File: src/rtl/csr_access_unit.sv
// csr_access_unit: sequences one CSR instruction (read old value, optional write) with legality checking.
module csr_access_unit (
   input  logic        i_clk,
   input  logic        i_rst,
   input  logic        i_start,
   input  logic [2:0]  i_funct3,
   input  logic [11:0] i_csr_addr,
   input  logic [31:0] i_rs1_val,
   input  logic [4:0]  i_rs1_idx,
   input  logic [31:0] i_csr_rdata,
   output logic [11:0] o_csr_select,
   output logic [31:0] o_csr_data,
   output logic        o_csr_load,
   output logic        o_busy,
   output logic        o_done,
   output logic [31:0] o_rd_data,
   output logic        o_illegal
);
   typedef enum logic [1:0] {IDLE, READ, WRITE, DONE} state_t;
   state_t state, state_nx;
   logic [2:0]  f3_q;
   logic [11:0] addr_q;
   logic [4:0]  idx_q;
   logic [31:0] rs1_q, old_q, rd_q, src, new_val;
   logic        legal_addr, wr_req, illegal;
   assign legal_addr = addr_q inside {12'hF14, 12'h300, 12'h341, 12'h100, 12'h144, 12'h104, 12'h304,
                                      12'h141, 12'h302, 12'h303, 12'h105, 12'h305, 12'h180, 12'h142,
                                      12'h143, 12'h306, 12'hC01, 12'h140, 12'h340};
   assign wr_req     = f3_q[1:0] == 2'b01 || idx_q != 5'd0;
   // addr[11:10]==11 marks the read-only CSR space
   assign illegal    = f3_q[1:0] == 2'b00 || !legal_addr || (addr_q[11:10] == 2'b11 && wr_req);
   assign src        = f3_q[2] ? {27'd0, idx_q} : rs1_q;
   assign new_val    = f3_q[1:0] == 2'b01 ? src : f3_q[1:0] == 2'b10 ? (old_q | src) : (old_q & ~src);
   always_ff @(posedge i_clk) begin
      if (i_rst) begin
         state  <= IDLE;
         f3_q   <= '0;
         addr_q <= '0;
         idx_q  <= '0;
         rs1_q  <= '0;
         old_q  <= '0;
         rd_q   <= '0;
      end else begin
         state <= state_nx;
         if (state == IDLE && i_start) begin
            f3_q   <= i_funct3;
            addr_q <= i_csr_addr;
            idx_q  <= i_rs1_idx;
            rs1_q  <= i_rs1_val;
         end
         if (state == READ) begin
            old_q <= i_csr_rdata;
            rd_q  <= illegal ? 32'd0 : i_csr_rdata;
         end
      end
   end
   always_comb begin
      state_nx = state == IDLE  ? (i_start ? READ : IDLE) :
                 state == READ  ? ((!illegal && wr_req) ? WRITE : DONE) :
                 state == WRITE ? DONE : IDLE;
   end
   assign o_csr_select = (state == READ || state == WRITE) ? addr_q : 12'd0;
   assign o_csr_load   = state == WRITE;
   assign o_csr_data   = state == WRITE ? new_val : 32'd0;
   assign o_busy       = state != IDLE;
   assign o_done       = state == DONE;
   assign o_illegal    = state == DONE && illegal;
   assign o_rd_data    = rd_q;
endmodule

File: config.mk
export PLATFORM = sky130hd
export DESIGN_NAME = csr_access_unit
export DESIGN_NICKNAME = d
export VERILOG_FILES = /design/src/rtl/csr_access_unit.sv
export SDC_FILE = /design/constraint.sdc
export NUM_CORES = 1
export LEC_CHECK = 0
export CAP_MARGIN = 20
export CORE_MARGIN = 5
export CORE_UTILIZATION = 48
export CTS_CLUSTER_DIAMETER = 100
export DETAILED_ROUTE_END_ITERATION = 7
export GPL_ROUTABILITY_DRIVEN = 0
export PLACE_DENSITY = 0.81
export SYNTH_ARGS = -nofsm -noshare
export SYNTH_HDL_FRONTEND = slang
export SYNTH_SLANG_ARGS = --single-unit
File: constraint.sdc
create_clock -name i_clk -period 2.4 [get_ports i_clk]
set_clock_uncertainty 0.15 [all_clocks]
set_input_delay 0.36 -clock i_clk [delete_from_list [all_inputs] [get_ports i_clk]]
set_output_delay 0.36 -clock i_clk [all_outputs]
set_load 0.02 [all_outputs]
==> impl_metrics.toml <==
[synth]
synth-warning-count = 0
mappedNetlistArea_sq_um = 5790
seq_area_frac_synth_pct = 40.8
synthesis.nets = 777
synth_seq_cells = 118
syn_avg_cell_area_sq_um = 8.45
yosysUniqueCellTypes = 39
synth_cells = 686

[critical_path]
end_kind = "primary output"
worstPathMaxFanout = 7
crit_type = "reg -> out"
critical_path_arrival_ps = 2040
cp_slowest_cell = "dfxtp_1"
path_cells = "and4b_1 -> a31oi_2 -> nor4b_4 -> a311oi_4 -> o21a_1 -> buf_6"
required_ps = 1890
cp-start-kind = "flop"
max_stage_delay_ps = 450

[global_routing]
grt_max_degree = 53
grt_pass1_vias = 5466
grt_pass1_wl_microns = 27700
antenna_found_initial = 0
grt-ovfl-total = 0
grtUsageTotal_pct = 23.9

[status]
status = "finished, violations left"
violations = "setup timing"

[cells_and_area]
layout.cells.non_filler = 1009
area.sequential_sq_um = 2370
drive_above_1_share_pct = 21.7
area_delta_synth_final_pct = 43.1
fillCellCount = 958
final_util_pct = 69.6
final_nets = 940
multi_input_area_sq_um = 3240
num_antenna_cells = 0

[timing]
post-route-period-util_pct = 106
layout_min_cycle_time_ps = 2550
maxSlewViolCount = 0
rsz0062_at_grt = "yes"
relSlewSlack_pct = 63.2
hold_viol_final = 0
fmax_ghz = 0.392
hold_slack_ps = 273
fin_ws_ps = -152
tightest_slew_ps = 552
setup_viol_count_final = 1

[route]
dr.pass1.iters = 6
wl_per_cell_microns = 17.5
post-route-drc-count = 0
totalWireLength_microns = 17600
route.detailed.vias_per_inst = 5.52
vias = 5568
drt_iter0_markers = 370
postRouteAntennaNets = 0

[floorplan]
die_h_microns = 120
die_w_microns = 120
rows = 40
initial_utilization_pct = 48.6
coreArea_sq_um = 11900
die_area_sq_um = 14400
io_pins = 167

[clock_network]
clkTransAtPathRegs_ps = 60
cts_tree = "built"
clockBufferDepth = 2
clockRootBuffer = "clkbuf_16"
cts_sinks = 118
insertion_delay_ps = 400
ctsHoldBuffers = 0
ctsHtreeMaxLevel = 4
cts_buffers = 17
cts_setup_buffers = 0

[power]
combinationalPowerShare_pct = 14.5
p_seq_share_pct = 39.3
power.leakage_nw = 3.13
netSwitchingPower_w = 0.00153
power_per_cell_area_nw_per_um2 = 652
clkPwrFrac_pct = 46.1
p_int_w = 0.00388
irDropWorstVdd_uv = 398
swShare_pct = 28.3

[place]
post-place-ws_ps = -185
hpwl_microns = 12600
port_buffers = 166
place_inst = 977

[flow_run]
drv_cap = 0

[worst_hold_path]
hold_class = "in -> reg"
==> final timing paths <==
check	endpoint	cells past startpoint	slack [ps]	from
max	o_illegal	6	-150	addr_q[2]
max reg2reg	o_rd_data[22]	6	180	addr_q[2]
min reg2reg	rs1_q[25]	2	310	rs1_q[25]
min	old_q[9]	2	270	i_rst
==> cell usage after synthesis <==
cell      instances  share of area [%]
and2_2            1               0.13
a21boi_0         27                3.5
and2_1           17                1.8
nand4_1           2               0.22
buf_6             4               0.78
a311oi_1          1               0.15
and4bb_2          1               0.22
or4_1             1               0.13
and4b_1           1               0.17
o21ai_0           7               0.60
o22ai_1           1               0.11
a21oi_1          87                7.5
nand4b_1          1               0.15
nor3b_1           1               0.13
nand3_1          33                2.9
nor2_1            6               0.39
mux2i_1           5               0.86
and3b_2           1               0.17
or3b_2           32                4.8
nand2_1         142                9.2
o31a_2            1               0.17
o41ai_1           3               0.45
o41ai_2          29                8.1
ha_1              4               0.86
nor4b_1           1               0.15
or4b_4            1               0.24
nor4b_4           1               0.41
a31oi_1           2               0.22
nor4_1            2               0.22
buf_1             8               0.52
mux2_2            1               0.19
dfxtp_1         118                 41
xnor2_1           1               0.15
inv_1             5               0.32
clkbuf_1         48                3.1
nand2b_1         87                9.4
a311oi_4          1               0.45
xor2_1            1               0.15
o21a_1            1               0.13
==> registers in the layout, summed over array words and instances (netlist names) <==
signal	flops
rs1_q	32
f3_q	3
addr_q	12
o_rd_data	32
old_q	32
idx_q	5
state	2
==> power groups by stage <==
| stage | Clock, W | Sequential (W) | Combinational (W) |
|---|---|---|---|
| 2_1_floorplan | 0 | 0.00214 | 0.000431 |
| 3_3_place_gp | 0 | 0.00216 | 0.000750 |
| 4_1_cts | 0.00251 | 0.00212 | 0.000780 |
| 6_report | 0.00249 | 0.00213 | 0.000786 |
| 3_5_place_dp | 0 | 0.00216 | 0.000769 |
| 5_1_grt | 0.00261 | 0.00213 | 0.000853 |
==> stage by stage <==
| stage | area, sq um | TNS (ps) | power, W |
|---|---|---|---|
| final | 8290 | -152 | 0.00541 |
| after floorplan | 5790 | 0 | 0.00257 |
| after global routing | 8290 | -227 | 0.00560 |
| after global placement | 7780 | -89.9 | 0.00291 |
| after CTS | 8350 | -209 | 0.00542 |
| after detailed placement | 7780 | -185 | 0.00293 |
==> layout make-up <==
type,instances,share of cell area (%)
clock buffers,17,5.13
repair buffers,204,22.9
multi-input cells,503,39.0
flip-flops and latches,118,28.6
clock inverters,15,1.87
well taps,147,2.22
inverters,5,0.226
==> cells by family (layout without fill, tap and decap cells) <==
kind of cell	after synthesis	in the layout	synth area share, %
compound gates	160	160	21.4
xor+xnor	2	2	0.302
fa+ha+maj	4	4	0.864
buf+inv	65	241	4.73
flops	118	118	40.8
mux	6	6	1.06
simple gates	331	331	30.8
==> cell usage in the layout (no fill, tap or decap), types with 3 or more instances in the layout <==
master / instances
o41ai_2: 29
a21boi_0: 20
nor2_1: 6
and2_1: 17
nand2_1: 142
nand2b_1: 87
a21boi_1: 5
clkbuf_2: 23
nand3_1: 33
o21ai_0: 7
clkdlybuf4s50_1: 119
mux2i_1: 4
inv_1: 5
inv_6: 8
clkbuf_16: 17
or3b_2: 32
dfxtp_1: 114
o41ai_1: 3
clkdlybuf4s15_2: 6
buf_4: 32
buf_12: 7
dlygate4sd2_1: 14
a21oi_1: 86
==> metal layers <==
layer,vias to the layer above,part of all wire [%],global-route usage [%]
met1,2655,44,31.7
met2,207,47,38.2
met3,29,6.2,5.51
met5,-,0,0
li1,2677,-,-
met4,0,2.4,8.52
==> critical path, delay by kind of cell (launching register included) <==
family                 cells  cell delay [ps]
AND/OR/NAND/NOR            2              610
flip-flops                 1              450
AO/OA/AOI/OAI              3              440
buffers and inverters      1              140
==> repair_timing <==
action / 4_1_cts / 5_1_grt
gates resized for setup: 88 / 74
pin swaps: 1 / 4
endpoints found under the setup margin: 45 / 32
No activity file was read; power rests on OpenSTA's default activity.
